===== config.mk =====
export PLATFORM = sky130hd
export DESIGN_NAME = projection_scheduler_flat
export DESIGN_NICKNAME = d
export VERILOG_FILES = /design/src/rtl/opbomp_pkg.sv /design/src/rtl/projection_scheduler_if.sv /design/src/rtl/proj_mac.sv /design/src/rtl/projection_scheduler.sv /design/src/flat_wrapper.sv
export SDC_FILE = /design/constraint.sdc
export NUM_CORES = 2
export LEC_CHECK = 0
export ABC_AREA = 0
export BUFFER_PORTS_ARGS = -buffer_cell sky130_fd_sc_hd__buf_2
export CAP_MARGIN = 20
export CORE_AREA = 3 3 253 280
export CTS_CLUSTER_SIZE = 24
export DETAILED_ROUTE_END_ITERATION = 10
export DIE_AREA = 0 0 256 283
export GPL_TIMING_DRIVEN = 1
export PLACE_DENSITY_LB_ADDON = 0.3
export SETUP_SLACK_MARGIN = 0.2
export SYNTH_ARGS = -nofsm -noshare
export SYNTH_HDL_FRONTEND = slang
export SYNTH_SLANG_ARGS = --single-unit

===== constraint.sdc =====
create_clock -name clk -period 9.7 [get_ports clk]
set_clock_uncertainty 0.2 [all_clocks]
set_input_delay 0 -clock clk [delete_from_list [all_inputs] [get_ports clk]]
set_output_delay 0 -clock clk [all_outputs]
set_load 0.005 [all_outputs]

===== src/rtl/opbomp_pkg.sv =====
// opbomp_pkg: shared defaults and FSM state encoding for the OPBOMP projection stage
package opbomp_pkg;
  localparam int N_SAMPLES = 25;
  localparam int SAMPLE_W = 16;
  localparam int N_ATOMS = 64;
  localparam int PROJ_W = 32;
  typedef enum logic [1:0] {S_IDLE, S_RUN, S_FLUSH, S_DONE} proj_state_t;
endpackage


===== src/rtl/projection_scheduler_if.sv =====
// projection_scheduler_if: control, atom-memory and result bundle of projection_scheduler
// master: pass launcher + atom memory (drives start, x, atom_data)
// slave: scheduler (drives busy, done, atom_rd_en, atom_addr, proj_valid, proj_idx, proj, best_idx, best_proj)
interface projection_scheduler_if #(
  parameter int N_SAMPLES = opbomp_pkg::N_SAMPLES,
  parameter int SAMPLE_W = opbomp_pkg::SAMPLE_W,
  parameter int N_ATOMS = opbomp_pkg::N_ATOMS,
  parameter int PROJ_W = opbomp_pkg::PROJ_W,
  parameter int ADDR_W = $clog2(N_ATOMS * N_SAMPLES),
  parameter int IDX_W = $clog2(N_ATOMS)
);
  logic start;
  logic [N_SAMPLES*SAMPLE_W-1:0] x;
  logic busy;
  logic done;
  logic atom_rd_en;
  logic [ADDR_W-1:0] atom_addr;
  logic [SAMPLE_W-1:0] atom_data;
  logic proj_valid;
  logic [IDX_W-1:0] proj_idx;
  logic signed [PROJ_W-1:0] proj;
  logic [IDX_W-1:0] best_idx;
  logic signed [PROJ_W-1:0] best_proj;
  modport master (output start, x, atom_data,
                  input busy, done, atom_rd_en, atom_addr, proj_valid, proj_idx, proj, best_idx, best_proj);
  modport slave (input start, x, atom_data,
                 output busy, done, atom_rd_en, atom_addr, proj_valid, proj_idx, proj, best_idx, best_proj);
endinterface


===== src/rtl/proj_mac.sv =====
// proj_mac: time-shared signed MAC; loads on an atom's first sample, narrows to PROJ_W on its last
// Ports: clk, rst; i_clr clears the accumulator; i_en/i_first/i_last qualify i_a*i_b;
//        o_valid pulses with the registered narrowed projection o_proj.
// Build option PROJ_SAT_EN: saturate the narrowed projection instead of wrapping.
module proj_mac #(
  parameter int SAMPLE_W = 16,
  parameter int N_SAMPLES = 25,
  parameter int PROJ_W = 32
) (
  input  logic clk,
  input  logic rst,
  input  logic i_clr,
  input  logic i_en,
  input  logic i_first,
  input  logic i_last,
  input  logic signed [SAMPLE_W-1:0] i_a,
  input  logic signed [SAMPLE_W-1:0] i_b,
  output logic o_valid,
  output logic signed [PROJ_W-1:0] o_proj
);
  localparam int ACC_W = PROJ_W + $clog2(N_SAMPLES);
  logic signed [2*SAMPLE_W-1:0] w_prod;
  logic signed [ACC_W-1:0] r_acc, w_sum;
  logic signed [PROJ_W-1:0] w_narrow;
  always_comb begin
    w_prod = i_a * i_b;
    w_sum = i_first ? ACC_W'(w_prod) : r_acc + ACC_W'(w_prod);
`ifdef PROJ_SAT_EN
    // in range only when every bit above the PROJ_W sign bit matches it
    w_narrow = (&w_sum[ACC_W-1:PROJ_W-1] || ~|w_sum[ACC_W-1:PROJ_W-1]) ? w_sum[PROJ_W-1:0]
             : {w_sum[ACC_W-1], {(PROJ_W-1){~w_sum[ACC_W-1]}}};
`else
    w_narrow = w_sum[PROJ_W-1:0];
`endif
  end
  always_ff @(posedge clk) begin
    if (rst) begin
      r_acc <= '0;
      o_valid <= 1'b0;
      o_proj <= '0;
    end else begin
      o_valid <= i_en && i_last;
      if (i_clr) r_acc <= '0;
      else if (i_en) r_acc <= w_sum;
      if (i_en && i_last) o_proj <= w_narrow;
    end
  end
endmodule


===== src/rtl/projection_scheduler.sv =====
// projection_scheduler: streams all atoms through one MAC, emits each projection and the largest-|proj| atom
// Ports: clk, rst (sync, active-high); bus (projection_scheduler_if.slave) carries start/x,
//        the atom memory read port and the projection/best results.
// Build option PROJ_SAT_EN (in proj_mac): saturating instead of wrapping projection narrowing.
module projection_scheduler #(
  parameter int N_SAMPLES = opbomp_pkg::N_SAMPLES,
  parameter int SAMPLE_W = opbomp_pkg::SAMPLE_W,
  parameter int N_ATOMS = opbomp_pkg::N_ATOMS,
  parameter int PROJ_W = opbomp_pkg::PROJ_W,
  parameter int ADDR_W = $clog2(N_ATOMS * N_SAMPLES),
  parameter int IDX_W = $clog2(N_ATOMS)
) (
  input logic clk,
  input logic rst,
  projection_scheduler_if.slave bus
);
  import opbomp_pkg::*;
  localparam logic [1:0] ST_IDLE = S_IDLE;
  localparam logic [1:0] ST_RUN = S_RUN;
  localparam logic [1:0] ST_FLUSH = S_FLUSH;
  localparam logic [1:0] ST_DONE = S_DONE;
  localparam int SI_W = $clog2(N_SAMPLES);
  logic [1:0] r_state;
  logic [N_SAMPLES*SAMPLE_W-1:0] r_x;
  logic [SI_W-1:0] r_samp, r_dsamp;
  logic [IDX_W-1:0] r_atom, r_datom;
  logic [ADDR_W-1:0] r_addr;
  logic r_dv;
  logic w_last_samp, w_last_atom, w_dlast;
  logic signed [SAMPLE_W-1:0] w_xs;
  // magnitude one bit wider so the most negative projection is exact
  function automatic logic [PROJ_W:0] f_mag(input logic [PROJ_W-1:0] v);
    return v[PROJ_W-1] ? -{1'b1, v} : {1'b0, v};
  endfunction
  // r_d* are the read-side counters delayed to line up with atom_data one cycle later
  assign w_last_samp = r_samp == SI_W'(N_SAMPLES - 1);
  assign w_last_atom = r_atom == IDX_W'(N_ATOMS - 1);
  assign w_dlast = r_dsamp == SI_W'(N_SAMPLES - 1);
  assign w_xs = r_x[int'(r_dsamp)*SAMPLE_W +: SAMPLE_W];
  assign bus.busy = r_state != ST_IDLE;
  assign bus.done = r_state == ST_DONE;
  assign bus.atom_rd_en = r_state == ST_RUN;
  assign bus.atom_addr = r_addr;
  proj_mac #(.SAMPLE_W(SAMPLE_W), .N_SAMPLES(N_SAMPLES), .PROJ_W(PROJ_W)) u_mac (
    .clk(clk),
    .rst(rst),
    .i_clr(bus.start && r_state == ST_IDLE),
    .i_en(r_dv),
    .i_first(r_dsamp == '0),
    .i_last(w_dlast),
    .i_a(w_xs),
    .i_b(bus.atom_data),
    .o_valid(bus.proj_valid),
    .o_proj(bus.proj)
  );
  always_ff @(posedge clk) begin
    if (rst) begin
      r_state <= ST_IDLE;
      r_x <= '0;
      r_samp <= '0;
      r_atom <= '0;
      r_addr <= '0;
      r_dv <= 1'b0;
      r_dsamp <= '0;
      r_datom <= '0;
      bus.proj_idx <= '0;
      bus.best_idx <= '0;
      bus.best_proj <= '0;
    end else begin
      r_dv <= r_state == ST_RUN;
      r_dsamp <= r_samp;
      r_datom <= r_atom;
      if (r_dv && w_dlast) bus.proj_idx <= r_datom;
      // strictly greater, so ties keep the earlier (lower) index
      if (bus.proj_valid && f_mag(bus.proj) > f_mag(bus.best_proj)) begin
        bus.best_idx <= bus.proj_idx;
        bus.best_proj <= bus.proj;
      end
      case (r_state)
        ST_IDLE: begin
          r_samp <= '0;
          r_atom <= '0;
          r_addr <= '0;
          if (bus.start) begin
            r_state <= ST_RUN;
            r_x <= bus.x;
            bus.best_idx <= '0;
            bus.best_proj <= '0;
          end
        end
        ST_RUN: begin
          r_addr <= r_addr + ADDR_W'(1);
          r_samp <= w_last_samp ? '0 : r_samp + SI_W'(1);
          r_atom <= r_atom + IDX_W'(w_last_samp);
          if (w_last_samp && w_last_atom) r_state <= ST_FLUSH;
        end
        // only the final atom's projection can pulse while flushing
        ST_FLUSH: if (bus.proj_valid) r_state <= ST_DONE;
        default: r_state <= ST_IDLE;
      endcase
    end
  end
endmodule


===== src/flat_wrapper.sv =====
// flat-port wrapper written by rule: the top's interface ports become plain ports
module projection_scheduler_flat import opbomp_pkg::*;
#(
  parameter int N_SAMPLES = opbomp_pkg::N_SAMPLES,
  parameter int SAMPLE_W = opbomp_pkg::SAMPLE_W,
  parameter int N_ATOMS = opbomp_pkg::N_ATOMS,
  parameter int PROJ_W = opbomp_pkg::PROJ_W,
  parameter int ADDR_W = $clog2(N_ATOMS * N_SAMPLES),
  parameter int IDX_W = $clog2(N_ATOMS)
)
  (clk, rst, bus_start, bus_x, bus_atom_data, bus_busy, bus_done, bus_atom_rd_en, bus_atom_addr, bus_proj_valid, bus_proj_idx, bus_proj, bus_best_idx, bus_best_proj);
  projection_scheduler_if #(.N_SAMPLES(N_SAMPLES), .SAMPLE_W(SAMPLE_W), .N_ATOMS(N_ATOMS), .PROJ_W(PROJ_W), .ADDR_W(ADDR_W), .IDX_W(IDX_W)) bus_i ();
  input logic clk;
  input logic rst;
  input wire logic [$bits(bus_i.start)-1:0] bus_start;
  input wire logic [$bits(bus_i.x)-1:0] bus_x;
  input wire logic [$bits(bus_i.atom_data)-1:0] bus_atom_data;
  output wire logic [$bits(bus_i.busy)-1:0] bus_busy;
  output wire logic [$bits(bus_i.done)-1:0] bus_done;
  output wire logic [$bits(bus_i.atom_rd_en)-1:0] bus_atom_rd_en;
  output wire logic [$bits(bus_i.atom_addr)-1:0] bus_atom_addr;
  output wire logic [$bits(bus_i.proj_valid)-1:0] bus_proj_valid;
  output wire logic [$bits(bus_i.proj_idx)-1:0] bus_proj_idx;
  output wire logic [$bits(bus_i.proj)-1:0] bus_proj;
  output wire logic [$bits(bus_i.best_idx)-1:0] bus_best_idx;
  output wire logic [$bits(bus_i.best_proj)-1:0] bus_best_proj;
  assign bus_i.start = bus_start;
  assign bus_i.x = bus_x;
  assign bus_i.atom_data = bus_atom_data;
  assign bus_busy = bus_i.busy;
  assign bus_done = bus_i.done;
  assign bus_atom_rd_en = bus_i.atom_rd_en;
  assign bus_atom_addr = bus_i.atom_addr;
  assign bus_proj_valid = bus_i.proj_valid;
  assign bus_proj_idx = bus_i.proj_idx;
  assign bus_proj = bus_i.proj;
  assign bus_best_idx = bus_i.best_idx;
  assign bus_best_proj = bus_i.best_proj;
  projection_scheduler #(.N_SAMPLES(N_SAMPLES), .SAMPLE_W(SAMPLE_W), .N_ATOMS(N_ATOMS), .PROJ_W(PROJ_W), .ADDR_W(ADDR_W), .IDX_W(IDX_W)) u_core (.clk(clk), .rst(rst), .bus(bus_i));
endmodule

==> reports/qor.yml, run 1 <==
run_status:
  outcome: "stopped before the end"
  stop_stage: "global routing (5_1_grt)"
  tool.error: "[ERROR GRT-0232] Routing congestion too high. Check the congestion heatmap in the GUI."
placed_design:
  finalWeightedCongestion: 0.919
  port_buffers: 509
  placed_area_mm2: 0.0399
  dp_hpwl_um: 87800
yosys:
  synth_seq_cells: 545
  synth_seq_area_share_pct: 30.3
  synthDistinctLibCells: 70
  yosysTopAreaCell: "dfxtp_1"
  yosysWarnings: 0
  avgSynthCellArea_um2: 8.55
  synth_cells: 4219
  async_flop_share_pct: 0
  dominantRegCellSynth: "dfxtp_1"
  synth_top_cell_area_share_pct: 30.3
  synth_nets: 5060
  synth_edf_count: 0
  syn_area_mm2: 0.0361
  synth_commonest_cells: "nand2_1, dfxtp_1, a21oi_1"
  post_synth_main_area_contributors: "dfxtp_1, fa_1, nand2_1"
  yosysMostFrequentCell: "nand2_1"
floorplanning:
  start_util_pct: 53.1
  fp-row-count: 100
  die_h_um: 283
  die_x_um: 256
  io_pins: 510
clocking:
  cts_buffers: 56
  cts.sinks: 545
  root_buffer: "clkbuf_16"
  htree_num_levels: 2
  clockBufferDepth: 3
global_routing:
  grt_max_degree: 223
  grt_overflow: 306
  antenna_found_initial: 92
  grtUsageTotal_pct: 75.0
timing:
  crit_endpoint: "u_core.u_mac.o_proj[31]$_SDFFE_PP0P_/D"
  worst-ep-kind: "register input"
==> layer usage <==
metal  track usage (%)  GRT overflow
met2              87.5           118
met1              74.7            27
met4              68.2           110
met5              55.6             7
met3              65.8            44
==> logic make-up after synthesis <==
| group | count (synthesis) | share of synthesized area (%) |
|---|---|---|
| simple gates | 1468 | 18.1 |
| other cells | 2 | 0.0208 |
| xor+xnor | 117 | 2.84 |
| compound gates | 884 | 13.9 |
| mux | 159 | 8.32 |
| buf+inv | 622 | 6.49 |
| fa+ha+maj | 422 | 20.1 |
| flops | 545 | 30.3 |
==> through the flow <==
stage / worst slack (ps) / instances / utilization, %
detailed placement: 23.9 / 5493 / 58.7
global placement: 155 / 5493 / 58.7
CTS: 213 / 6455 / 74.4
floorplan: 216 / 4219 / -
==> repair_timing <==
item / CTS
pin swaps: 3
cloned: 3
endpoints found under the setup margin: 21
hold endpoints to repair: 462
hold buffers: 834
gates resized for setup: 32
setup buffers: 28
==> inputs of run 2 (changes only) <==
--- a/config.mk
+++ b/config.mk
@@ -8,13 +8,11 @@
 export ABC_AREA = 0
 export BUFFER_PORTS_ARGS = -buffer_cell sky130_fd_sc_hd__buf_2
 export CAP_MARGIN = 20
-export CORE_AREA = 3 3 253 280
-export CTS_CLUSTER_SIZE = 24
+export CORE_AREA = 3 3 305 307
 export DETAILED_ROUTE_END_ITERATION = 10
-export DIE_AREA = 0 0 256 283
+export DIE_AREA = 0 0 308 310
 export GPL_TIMING_DRIVEN = 1
-export PLACE_DENSITY_LB_ADDON = 0.3
-export SETUP_SLACK_MARGIN = 0.2
+export PLACE_DENSITY_LB_ADDON = 0.15
 export SYNTH_ARGS = -nofsm -noshare
 export SYNTH_HDL_FRONTEND = slang
 export SYNTH_SLANG_ARGS = --single-unit
==> constraint.sdc (replaced) <==
create_clock -name clk -period 12.6 [get_ports clk]
set_clock_uncertainty 0.2 [all_clocks]
set_input_delay 0 -clock clk [delete_from_list [all_inputs] [get_ports clk]]
set_output_delay 0 -clock clk [all_outputs]
set_load 0.005 [all_outputs]
==> reports/qor.yml, run 2 <==
run_status:
  outcome: "finished clean"  # was stopped before the end
cells_and_area:
  layout_common_cells: "nand2_1, dlygate4sd3_1, dfxtp_1"
  drive_above_1_share_pct: 14.6
  stdcell_area_mm2: 0.0506
  top_register: "u_core.r_x"
  synthToLayoutAreaGrowth_pct: 40.2
  final_nets: 6298
  fin_cells: 6704
  final_common_cell: "nand2_1"
  largest_reg_flops: 400
worst_setup_path:
  max_stage_delay_ps: 850
  worstSetupStartpointType: "register"
  critPathRequiredTime_ps: 12920
  cpMaxStageDelayCell: "a2111oi_0"
  critPathArrivalTime_ps: 11190
  crit_fanout: 33
  cp-end-kind: "register"
  cp_common_cell: "fa_1"
  crit_type: "reg -> reg"
hold_path:
  min_path_type: "in -> reg"
global_routing:
  grtUsageTotal_pct: 27.5
  grt_pass1_vias: 36600
  grt_max_degree: 191
  antenna_found_initial: 15
  grt_overflow: 0
  grt_pass1_wl_um: 207000
floorplanning:
  die_x_um: 308  # was 256 µm
  die_h_um: 310  # was 283 µm
  start_util_pct: 39.9  # was 53.1%
  fp-row-count: 110  # was 100
  coreArea_mm2: 0.0903
  io_pins: 510  # unchanged
  dieArea_mm2: 0.0955
power:
  ir_drop_mv: 0.312
  power.leakage_nw: 21.6
  total_power_mw: 12.9
  p_per_area_mw_per_mm2: 256
clocking:
  root_buffer: "clkbuf_16"  # unchanged
  cts_buffers: 60  # was 56
  clkTransAtPathRegs_ps: 60
  ctsResizeCount: 0  # was 32
  cts_hold_buf: 887  # was 834
  cts_tree: "done"
  htree_num_levels: 2  # unchanged
  cts_setup_buffers: 0  # was 28
  clock_latency_ps: 650
  cts.sinks: 545  # unchanged
  clockBufferDepth: 3  # unchanged
yosys:
  synth_commonest_cells: "nand2_1, dfxtp_1, a21oi_1"  # unchanged
  synth_top_cell_area_share_pct: 30.3  # unchanged
  yosysMostFrequentCell: "nand2_1"  # unchanged
  synth_seq_area_share_pct: 30.3  # unchanged
  post_synth_main_area_contributors: "dfxtp_1, fa_1, nand2_1"  # unchanged
  avgSynthCellArea_um2: 8.55  # unchanged
  async_flop_share_pct: 0  # unchanged
  syn_area_mm2: 0.0361  # unchanged
  yosysWarnings: 0  # unchanged
  synth_cells: 4219  # unchanged
  synth_seq_cells: 545  # unchanged
  synthDistinctLibCells: 70  # unchanged
  yosysTopAreaCell: "dfxtp_1"  # unchanged
  synth_edf_count: 0  # unchanged
  synth_nets: 5060  # unchanged
  dominantRegCellSynth: "dfxtp_1"  # unchanged
timing:
  final.period_utilization_pct: 86.2
  max_clock_freq_mhz: 92.0
  finalCriticalPeriod_ps: 10870
  slew_headroom_pct: 29.8
  rsz0062_at_grt: "no"
  finalHoldViolations: 0
  slew_violations: 0
  worst_pin_slew_ps: 1050
  tns_ps: 0
  setup_viol: 0
detailed_routing:
  vias_per_cell: 5.31
  antenna_left: 0
  drt_iter0_drc: 2494
  drt_pass1_iterations: 6
  drt-wirelength-per-cell_um: 20.0
  drcViolationCount: 0
  vias: 35600
  routed_wl_um: 134000
placed_design:
  port_buffers: 509  # unchanged
  placed_area_mm2: 0.0395  # was 0.0399 mm²
  finalWeightedCongestion: 0.851  # was 0.919
  dp_hpwl_um: 89700  # was 87800 µm
  place_inst: 5680  # was 5493
run:
  cap_violations: 0
-- run 2: cell counts after synthesis --
No cell type changed its count.
-- run 2: path summary, 6_finish.rpt --
path	start	end	slack (ps)	cells after the start
setup reg to reg	u_core.r_dsamp[0]	u_core.u_mac.r_acc[30]	1730	32
hold reg to reg	u_core.r_datom[2]	u_core.bus.proj_idx[2]	230	2
hold / removal	bus_x[88]	u_core.r_x[88]	40	4
setup / recovery	u_core.r_dsamp[0]	u_core.u_mac.r_acc[30]	1730	32
-- run 2: cell type report --
cell class	count	area (µm²)
clock inverters	17	214
multi-input cells	3052	22800
repair buffers	1445	11900
clock buffers	93	1820
diodes	23	57.6
fillers	7821	39700
flip-flops and latches	545	10900
well taps	1176	1470
inverters	353	1330
-- run 2: kinds of logic after synthesis --
group / Yosys count / synth area share, %
AO/OA/AOI/OAI: 884 / 13.9
XOR/XNOR: 117 / 2.84
buffers and inverters: 622 / 6.49
AND/OR/NAND/NOR: 1468 / 18.1
multiplexers: 159 / 8.32
adder cells (fa/ha/maj): 422 / 20.1
other: 2 / 0.0208
flip-flops: 545 / 30.3
-- run 2: worst max-delay path: cells and delay by family, from the launching register on --
kind,cells,cell delay [ps]
compound gates,11,2970
simple gates,2,310
buf+inv,6,850
fa+ha+maj,8,3850
flops,1,770
mux,3,1360
xor+xnor,2,390
-- run 2: metal layers --
metal | routed length [µm] | track usage [%] | up-vias
li1 | - | - | 16500
met1 | 55200 | 34.8 | 17300
met2 | 64900 | 46.9 | 1375
met3 | 7400 | 3.60 | 395
met4 | 6390 | 12.6 | 0
met5 | 0 | 0 | -
-- run 2: through the flow --
stage                     hold WS [ps]  setup slack, ps  utilization [%]
after global placement            42.0             1820             43.7
final                             39.1             1730             56.0
after CTS                         2.07             1670             55.8
after global routing              42.5             1010             56.0
after floorplan                  -64.0             2330                -
after detailed placement          45.0             1710             43.7
-- run 2: power breakdown --
part	leakage (nW)	total [mW]	switching, mW	internal, mW
Combinational	16.1	8.97	5.34	3.63
Clock	1.00	1.81	0.762	1.05
Sequential	4.46	2.14	0.168	1.98
Total	21.6	12.9	6.27	6.66
Note: power is estimated with default switching activity, not from simulation.
